<file path="src/rtl/disk_page_fetch_if.sv">
// Bundle between the page fetcher, the disk address generator, the disk RAM and the consumer.
// The fetcher uses the slave modport; the environment uses master.
interface disk_page_fetch_if #(
    parameter int unsigned DATA_W = 32,
    parameter int unsigned ADDR_W = 9
);
    logic [ADDR_W-1:0]   addr;
    logic                reload;
    logic                mem_rd_en;
    logic [ADDR_W-1:0]   mem_addr;
    logic [DATA_W-1:0]   mem_rdata;
    logic [4*DATA_W-1:0] page;
    logic                page_valid;
    logic                busy;

    modport master (
        output addr, reload, mem_rdata,
        input  mem_rd_en, mem_addr, page, page_valid, busy
    );

    modport slave (
        input  addr, reload, mem_rdata,
        output mem_rd_en, mem_addr, page, page_valid, busy
    );
endinterface

</file>
<file path="src/rtl/disk_page_fetch.sv">
// Fetches the four words of a disk page from synchronous RAM and presents them as one wide page.
// Refetches on page-address change or reload; an address change mid-fetch restarts the fetch.
module disk_page_fetch #(
    parameter int unsigned DATA_W = 32,
    parameter int unsigned ADDR_W = 9
) (
    input logic               clk,
    input logic               rst,
    disk_page_fetch_if.slave  bus
);
    localparam int unsigned BASE_W = ADDR_W - 2;

    typedef enum logic [1:0] {StIdle, StRead, StDrain, StDone} state_e;

    state_e              state_q;
    logic [BASE_W-1:0]   last_base_q;
    logic                primed_q;
    logic [1:0]          i_q;
    logic [1:0]          c_q;
    logic [DATA_W-1:0]   stage_q [3];

    logic [BASE_W-1:0]   new_base;
    logic                base_change;
    logic                start;

    assign new_base    = bus.addr[ADDR_W-1:2];
    assign base_change = (new_base != last_base_q);

    // A fresh fetch and an abort-and-restart share the same entry into READ.
    always_comb begin
        start = 1'b0;
        unique case (state_q)
            StIdle:          start = !primed_q || base_change || bus.reload;
            StRead, StDrain: start = base_change;
            default:         start = 1'b0;
        endcase
    end

    always_ff @(posedge clk or negedge rst) begin
        if (!rst) begin
            state_q        <= StIdle;
            last_base_q    <= '0;
            primed_q       <= 1'b0;
            i_q            <= '0;
            c_q            <= '0;
            for (int k = 0; k < 3; k++) stage_q[k] <= '0;
            bus.mem_rd_en  <= 1'b0;
            bus.mem_addr   <= '0;
            bus.page       <= '0;
            bus.page_valid <= 1'b0;
            bus.busy       <= 1'b0;
        end else begin
            bus.page_valid <= 1'b0;
            if (start) begin
                last_base_q   <= new_base;
                primed_q      <= 1'b1;
                i_q           <= '0;
                c_q           <= '0;
                bus.mem_rd_en <= 1'b1;
                bus.mem_addr  <= {new_base, 2'b00};
                bus.busy      <= 1'b1;
                state_q       <= StRead;
            end else begin
                unique case (state_q)
                    StIdle: state_q <= StIdle;
                    StRead: begin
                        // Data for the read issued last cycle arrives now.
                        if (i_q != 2'd0) begin
                            stage_q[c_q] <= bus.mem_rdata;
                            c_q          <= c_q + 2'd1;
                        end
                        if (i_q == 2'd3) begin
                            bus.mem_rd_en <= 1'b0;
                            state_q       <= StDrain;
                        end else begin
                            i_q          <= i_q + 2'd1;
                            bus.mem_addr <= {last_base_q, i_q + 2'd1};
                        end
                    end
                    StDrain: begin
                        bus.page       <= {bus.mem_rdata, stage_q[2], stage_q[1], stage_q[0]};
                        bus.page_valid <= 1'b1;
                        bus.busy       <= 1'b0;
                        state_q        <= StDone;
                    end
                    StDone:  state_q <= StIdle;
                    default: state_q <= StIdle;
                endcase
            end
        end
    end
endmodule

</file>
<file path="src/flat_wrapper.sv">
// flat-port wrapper written by rule: the top's interface ports become plain ports
module disk_page_fetch_flat 
#(
    parameter int unsigned DATA_W = 32,
    parameter int unsigned ADDR_W = 9
)
  (clk, rst, bus_addr, bus_reload, bus_mem_rdata, bus_mem_rd_en, bus_mem_addr, bus_page, bus_page_valid, bus_busy);
  disk_page_fetch_if #(.DATA_W(DATA_W), .ADDR_W(ADDR_W)) bus_i ();
  input logic clk;
  input logic rst;
  input wire logic [$bits(bus_i.addr)-1:0] bus_addr;
  input wire logic [$bits(bus_i.reload)-1:0] bus_reload;
  input wire logic [$bits(bus_i.mem_rdata)-1:0] bus_mem_rdata;
  output wire logic [$bits(bus_i.mem_rd_en)-1:0] bus_mem_rd_en;
  output wire logic [$bits(bus_i.mem_addr)-1:0] bus_mem_addr;
  output wire logic [$bits(bus_i.page)-1:0] bus_page;
  output wire logic [$bits(bus_i.page_valid)-1:0] bus_page_valid;
  output wire logic [$bits(bus_i.busy)-1:0] bus_busy;
  assign bus_i.addr = bus_addr;
  assign bus_i.reload = bus_reload;
  assign bus_i.mem_rdata = bus_mem_rdata;
  assign bus_mem_rd_en = bus_i.mem_rd_en;
  assign bus_mem_addr = bus_i.mem_addr;
  assign bus_page = bus_i.page;
  assign bus_page_valid = bus_i.page_valid;
  assign bus_busy = bus_i.busy;
  disk_page_fetch #(.DATA_W(DATA_W), .ADDR_W(ADDR_W)) u_core (.clk(clk), .rst(rst), .bus(bus_i));
endmodule
</file>
<file path="config.mk">
export PLATFORM = sky130hd
export DESIGN_NAME = disk_page_fetch_flat
export DESIGN_NICKNAME = d
export VERILOG_FILES = /design/src/rtl/disk_page_fetch_if.sv /design/src/rtl/disk_page_fetch.sv /design/src/flat_wrapper.sv
export SDC_FILE = /design/constraint.sdc
export NUM_CORES = 1
export LEC_CHECK = 0
export CAP_MARGIN = 20
export CORE_MARGIN = 1
export CORE_UTILIZATION = 47
export CTS_CLUSTER_DIAMETER = 50
export DETAILED_ROUTE_END_ITERATION = 10
export PLACE_DENSITY = 0.83
export SLEW_MARGIN = 20
export SYNTH_ARGS = -nofsm -noshare
export SYNTH_HDL_FRONTEND = slang
export SYNTH_SLANG_ARGS = --single-unit
</file>
<file path="constraint.sdc">
create_clock -name clk -period 1.95 [get_ports clk]
set_input_delay 0.39 -clock clk [delete_from_list [all_inputs] [get_ports clk]]
set_output_delay 0.39 -clock clk [all_outputs]
set_load 0.03 [all_outputs]
</file>
==> results of run 1 <==
[Yosys cell counts, drive strengths merged (2+ instances only)]
cell type | instances | area (µm²)
dfrtp | 248 | 6210
mux2 | 224 | 2520
buf | 22 | 215
nor2 | 19 | 93.8
o21ai | 16 | 83.8
inv | 14 | 52.6
nand2 | 11 | 41.3
a21oi | 9 | 45.0
ha | 9 | 113
xnor2 | 6 | 52.6
clkbuf | 5 | 18.8
nand3 | 4 | 20.0
xor2 | 3 | 26.3
nand2b | 2 | 12.5
[power groups by stage]
stage	sequential [W]	clock, W	combinational, W
after global placement	0.00543	0	0.000476
final	0.00535	0.00535	0.000533
after detailed placement	0.00543	0	0.000485
after global routing	0.00536	0.00568	0.000585
after floorplan	0.00545	0	0.000141
after CTS	0.00534	0.00542	0.000517
[per-stage QoR]
step                instances  setup slack (ns)  utilization [%]  total power [W]  setup TNS, ns
floorplan                 602            -0.130                -          0.00559         -24.09
global placement         1053            -0.604             61.5          0.00590        -130.01
detailed placement       1053            -0.609             61.5          0.00592        -130.20
CTS                      1111            -0.187             67.5           0.0113         -32.32
global route             1122            -0.262             71.8           0.0116         -44.03
finish                   1122            -0.188             71.8           0.0112         -27.02
[routing by layer]
| layer | vias to the layer above | global-route usage (%) | wire (µm) |
|---|---|---|---|
| li1 | 2584 | - | - |
| met1 | 3060 | 26.8 | 10300 |
| met2 | 163 | 35.2 | 12200 |
| met3 | 27 | 4.57 | 1140 |
| met4 | 0 | 3.66 | 298 |
| met5 | - | 0 | 0 |
[cells in the final DEF, fill, tap and decap left out, drive strengths merged, types with 9 or more instances in the layout]
cell type	instances
a21oi	9
buf	44
clkbuf	42
clkdlybuf4s50	41
dfrtp	248
dlymetal6s2s	138
ha	9
inv	15
mux2	224
nand2	11
nor2	19
o21ai	16
[final timing paths]
path | startpoint | slack (ns) | endpoint
max in group asynchronous | rst | 0.87 | u_core.stage_q[32]
min | rst | 0.44 | u_core.stage_q[22]
min in group clk | u_core.primed_q | 0.47 | u_core.primed_q
max reg2reg | u_core.state_q[0] | -0.19 | u_core.stage_q[23]
min reg2reg | u_core.primed_q | 0.47 | u_core.primed_q
max | u_core.state_q[0] | -0.19 | u_core.stage_q[23]
[flip-flops by register name, summed over array words and instances, names as in the netlist]
signal	cells
u_core.c_q	2
u_core.bus.page	128
u_core.bus.mem_addr	9
u_core.primed_q	1
u_core.stage_q	96
u_core.bus.page_valid	1
u_core.last_base_q	7
u_core.bus.busy	1
u_core.state_q	2
u_core.bus.mem_rd_en	1
[area by class of cell]
class,instances,area (µm²),area share [%]
Timing Repair Buffer,232,2920,20.6
Clock buffer,35,756,5.34
Clock inverter,15,200,1.41
Tap cell,265,332,2.34
Multi-Input combinational cell,313,3680,26.0
Sequential cell,248,6210,43.9
Inverter,14,57.6,0.407
[timing repair]
| item | 4_1_cts | 5_1_grt |
|---|---|---|
| gates cloned | 2 | 10 |
| gates resized for setup | 40 | 212 |
| pin swaps | 1 | 4 |
| buffers inserted | 5 | 2 |
| hold buffers | 1 | 0 |
| endpoints found under the setup margin | 338 | 373 |
| hold endpoints to repair | 55 | 0 |
[cells by family (layout without fill, tap and decap cells)]
group,after synthesis,after routing
AO/OA/AOI/OAI,31,31
XOR/XNOR,9,9
adder cells (fa/ha/maj),9,9
buffers and inverters,41,296
flip-flops,248,248
multiplexers,225,225
AND/OR/NAND/NOR,39,39
[worst reg2reg max path, delay by kind of cell (launching register included)]
kind / cells / cell delay [ns]
buffers and inverters: 3 / 0.37
flip-flops: 1 / 0.36
AND/OR/NAND/NOR: 1 / 0.12
AO/OA/AOI/OAI: 2 / 0.68
multiplexers: 1 / 0.35
adder cells (fa/ha/maj): 1 / 0.16
==> impl_results.md, run 1 <==
- Largest net degree at the start of global routing: 67
- Syn Inst Count: 602
- Post-synthesis register bit count: ~250
- Total I/O pin count: 184
- Post-synth EDFFs: 0
- Hold Path Class: input pin to async pin
- Die Wd: 145 µm
- Worst-path clk slew: 0.06 ns
- Count of different cell masters after synthesis: 30
- Simple-Gate Fraction of Synth Area: around 1.9%
- Asr flop ratio synth: 100%
- Tmin final: around 2.1 ns
- RSZ-0062 raised after global routing: yes
- Die Area: roughly 0.021 mm²
- Cell Area, Synth: 0.00959 mm²
- Placer Congestion: 0.748
- Core Area: 0.0197 mm²
- Ys flop type: dfrtp_1
- Compound-Gate Fraction of Synth Area: 1.94%
- Crit path max fanout: 10
- Top Family by Delay on Critical Path: compound AO/OA/AOI/OAI gates
- Clock skew: 0.0113 ns
- XOR/XNOR Fraction of Synth Area: less than 1%
- Cell Chain, Critical Path: inv_2 -> ha_4 -> a2111o_1 -> o21a_4 -> nor2_4 -> buf_12 -> buf_12 -> mux2_2
- Combinational group share of total power: 4.7%
- Aggregate global routing overflow: 0
- Max-Cap Viols: 0
- Std cell rows: 51
- CP Capture Type: flop
- Avg WL per Cell: ~21 µm
- Routed via count: between 5,000 and 6,000
- Adder-cell share of the synthesized area: between 1 and 1.5%
- Worst-Margin Slew: 0.548 ns
- Clock Tree Root: clkbuf_16
- Reg power frac: 47.6%
- CTS tree: yes
- Slack of the critical path: -0.188 ns
- Fmax: roughly 470 MHz
- Buffers on Ports: 181
- Critical path type: flop to flop
- Slew Limit Fails: 0
- Largest family of logic cells by synthesized area: multiplexers
- Total track usage: 20.5%
- Worst-Skew Late Latency: 0.52 ns
- Initial drt markers: 222
- Bufs and invs on worst path: 3
- Hold slack final: roughly 0.44 ns
- Mux share of post-synthesis cell area: between 20% and 30%
- Run status: finished, violations left
- Maximum buffer depth of the clock tree: 3
- P_int: between 0.008 and 0.009 W
- Max VDD drop: between 0.0006 and 0.0007 V
- Final setup vio count: 226
- PD cells: 794 mW/mm²
- Ys Warns: 0
- Switching power: 0.00241 W
- Pleak: 8.86 nW
- Sequential area share after synthesis: 64.7%
- Worst EP arrival: 2.55 ns
- DRC viols: 0
- Routed Wire Length: between 20,000 and 25,000 µm
- H-tree depth: 1
- Share of layout cells above drive strength 1: 38.3%
- Period utilisation layout: 110%
- Type of origin of the critical path: flop
- Die Y: 145 µm
- Clock sinks: 248
- Area growth from synthesis to layout: 47.5%
- Max-slew headroom: 63.5%
- Hold Violations, Final: 0
- Crit-path slowest cell: a2111o_1
- Fin area: 0.0141 mm²
- # nets final: 889
- Syn Nets: ~660
- Antenna-violating nets left: 0
- Clock power frac: a little under half
- Router iterations before antenna repair: 4
- Initial antenna violation count: 0
- Cell mode on critical path: buf_12
- Area after DPL: 0.0121 mm²
- Sw frac: a little over a fifth
- Synth Area per Inst: about 16 µm²
- Detail Placement HPWL: 12,900 µm
- Via/cell ratio: slightly above 5
- Vias in the first global route: 6,063
- Fillers: 1,194
- TritonCTS Buffers: 27
- First-pass GRT wire length: 33,200 µm
- Initial core utilization: between 40% and 50%
- Worst Path Required: 2.36 ns
- Slowest Stage Delay on Critical Path: 0.42 ns
- N_diodes: 0
- Worst R2R Path Depth: 8
- Failing checks: setup timing
- WP depth: 8
Power figures use the tool's default switching activity.
==> run 2: changes to the inputs <==
Settings changed: HOLD_SLACK_MARGIN from default to 0.12.
==> results of run 2 <==
Final layout, timing and power as in run 1 (identical DEF).
==> patch: new RTL, config.mk and constraints of run 1 <==
`DATA_W` is set to 32 in 3 places; all go to 24.
--- a/src/rtl/disk_page_fetch_if.sv
+++ b/src/rtl/disk_page_fetch_if.sv
@@ -1,7 +1,7 @@
 // Bundle between the page fetcher, the disk address generator, the disk RAM and the consumer.
 // The fetcher uses the slave modport; the environment uses master.
 interface disk_page_fetch_if #(
-    parameter int unsigned DATA_W = 32,
+    parameter int unsigned DATA_W = 24,
     parameter int unsigned ADDR_W = 9
 );
     logic [ADDR_W-1:0]   addr;
--- a/src/rtl/disk_page_fetch.sv
+++ b/src/rtl/disk_page_fetch.sv
@@ -1,7 +1,7 @@
 // Fetches the four words of a disk page from synchronous RAM and presents them as one wide page.
 // Refetches on page-address change or reload; an address change mid-fetch restarts the fetch.
 module disk_page_fetch #(
-    parameter int unsigned DATA_W = 32,
+    parameter int unsigned DATA_W = 24,
     parameter int unsigned ADDR_W = 9
 ) (
     input logic               clk,
--- a/src/flat_wrapper.sv
+++ b/src/flat_wrapper.sv
@@ -1,7 +1,7 @@
 // flat-port wrapper written by rule: the top's interface ports become plain ports
 module disk_page_fetch_flat 
 #(
-    parameter int unsigned DATA_W = 32,
+    parameter int unsigned DATA_W = 24,
     parameter int unsigned ADDR_W = 9
 )
   (clk, rst, bus_addr, bus_reload, bus_mem_rdata, bus_mem_rd_en, bus_mem_addr, bus_page, bus_page_valid, bus_busy);
Interface: changed (resized bus_mem_rdata and bus_page); port bits go from 184 to 144. No check against the original RTL was run, so the function may have changed too.
==> patch against run 1 <==
  * The flow still finishes with violations (setup timing)
  * Setup slack better by 0.0044 ns
  * Final area fell by 25%
  * Power shrank 29%
  * Global-route usage grew 0.67 points
  * Clock skew is 0.0034 ns lower
  * Core utilization decreased by 4.8 points
  * Hold slack got worse by 0.044 ns
  * Synthesized area shrank 20%
  * Sequential cell count down 56
  * Wire length fell by 32%
  * Count of clock-buffer cells in the layout fell by 15
  * Critical path type unchanged
  * Largest power group unchanged
==> patch: results (changes against run 1) <==
- P_leak: 5.13 nW (-42%)
- Final worst setup slack: -0.184 ns (+0.00444 ns)
- Min-delay worst type: input pin to flip-flop
- H-tree Lvls: 4 (+3)
- Post-Syn Nets: 530 (-19%)
- CTS Root Cell: clkbuf_16
- DP Area: 9610 um2 (-21%)
- Outcome: finished, violations left
- VDD IR-drop max: 534 uV (-22%)
- Async SR Flop Fraction: 1.00 (unchanged)
- Most frequent cells after synthesis: 192 x dfrtp_1, 135 x mux2_2, 29 x mux2_4
- DP HPWL: 10900 um (-16%)
- Inserted Clock Buffers: 17 (-37%)
- Hold Crit Depth: 3
- Routed via count: 4458 (-24%)
- R2R cell count: 9 (+1)
- WHS: 0.397 ns (-0.0439 ns)
- Syn. warnings: 0 (unchanged)
- Mean post-synth cell area: 15.7 um2 (-1.2%)
- Antenna Cells: 0 (unchanged)
- Sw power: 1.78 mW (-26%)
- Slowest-stage cell, CP: dfrtp_1
- Routed vias/inst: 4.95 (-4.8%)
- Worst setup path startpoint: u_core.state_q[1]$_DFFE_PN0P_
- Clock tree buffer depth: 2 (-1)
- Failing checks: setup timing
- NumNets Final: 717 (-19%)
- DR WL/cell: 18.1 um (-15%)
- Layout cells sized above 1: 0.374 (-0.00901)
- Crit path largest cell delay: 0.37 ns (-0.05 ns)
- Mux contribution to synthesized area: 0.263 (-0.000606)
- R2r endpoint: u_core.bus.page[82]$_DFFE_PN0P_
- Setup violators final: 168 (-26%)
- Port Buffer Count: 141 (-22%)
- Clock Pin Slew Worst Setup and Hold Paths: around 0.07 ns
- Post-Synth XOR/XNOR Area: 0.0103 (+0.00211)
- Adder-cell share of the synthesized area: 0.0148 (+0.00301)
- DR iter-0 viols: 216 (-2.7%)
- Setup TNS: -22.52 ns (+4.51 ns)
- First-pass GRT wire length: 26400 um (-20%)
- Fillers: 1107 (-7.3%)
- Synth cell types: 29 (-3.3%)
- Vias in the first global route: 4864 (-20%)
- Final worst clock skew: 0.00783 ns (-0.00345 ns)
- Max reg flops: 96 (-25%)
- Synth Area in Compound Gates: 0.0243 (+0.00482)
- Drt first pass iters: 4 (unchanged)
- Worst skew pair latency: 0.43 ns (-0.09 ns)
- Worst Path Arrival: 2.44 ns (-0.11 ns)
- Top flop regs: u_core.bus.page (96), u_core.stage_q (72), u_core.bus.mem_addr (9)
- Crit Path Class: flip-flop to flip-flop
- Worst-margin pin slew: 0.562 ns (+0.0147 ns)
- Routability cong.: 0.744 (-0.52%)
- Initial antenna violation count: 0 (unchanged)
- Post-placement cell count: 859 (-18%)
- Tot GR Track Use: 0.211 (+0.00673)
- Sequential-to-total area share from yosys stat: 0.630 (-0.0176)
- Dpl ws: -0.639 ns (-0.0306 ns)
- Worst-path maximum fanout: 15 (+5)
- Synth area leaders: dfrtp_1 63%, mux2_2 20%, mux2_4 5.7%, buf_6 1.6%, ha_1 1.5%
[patch: per-layer routing]
| layer | track usage | vias to the layer above | part of all wire |
|---|---|---|---|
| li1 | - | 2055 | - |
| met1 | 0.263 | 2282 | 0.42 |
| met2 | 0.368 | 97 | 0.52 |
| met3 | 0.0454 | 24 | 0.035 |
| met4 | 0.0691 | 0 | 0.016 |
| met5 | 0 | - | 0 |
[patch: timing repair]
item	CTS	global route
pin swaps	0	2
hold buffers	1	0
endpoints found under the setup margin	105	171
hold endpoints to repair	57	0
gates cloned	1	2
gates resized for setup	62	25
setup buffers	3	3
[patch: final cells by class]
type                            count  area, um2  share of cell area
Clock inverter                     12        133              0.0125
Timing Repair Buffer              190       2040               0.191
Multi-Input combinational cell    257       2900               0.273
Clock buffer                       20        447              0.0420
Tap cell                          216        270              0.0254
Sequential cell                   192       4800               0.451
Inverter                           14       52.6             0.00494
[patch: kinds of logic after synthesis]
| logic type | Yosys count |
|---|---|
| multiplexers | 169 |
| flip-flops | 192 |
| AND/OR/NAND/NOR | 39 |
| XOR/XNOR | 9 |
| AO/OA/AOI/OAI | 31 |
| adder cells (fa/ha/maj) | 9 |
| buffers and inverters | 36 |
[patch: power by group through the flow]
stage / sequential, mW / clock (mW) / combinational (mW)
2_1_floorplan: 4.23 / 0 / 0.118
3_3_place_gp: 4.21 / 0 / 0.380
4_1_cts: 4.14 / 3.48 / 0.442
3_5_place_dp: 4.22 / 0 / 0.398
6_report: 4.15 / 3.43 / 0.449
5_1_grt: 4.15 / 3.66 / 0.493
[patch: worst max-delay path: cells and delay by family, from the launching register on]
| kind | cells | cell delay [ns] |
|---|---|---|
| fa+ha+maj | 1 | 0.16 |
| flops | 1 | 0.37 |
| buf+inv | 4 | 0.53 |
| mux | 1 | 0.27 |
| compound gates | 3 | 0.67 |
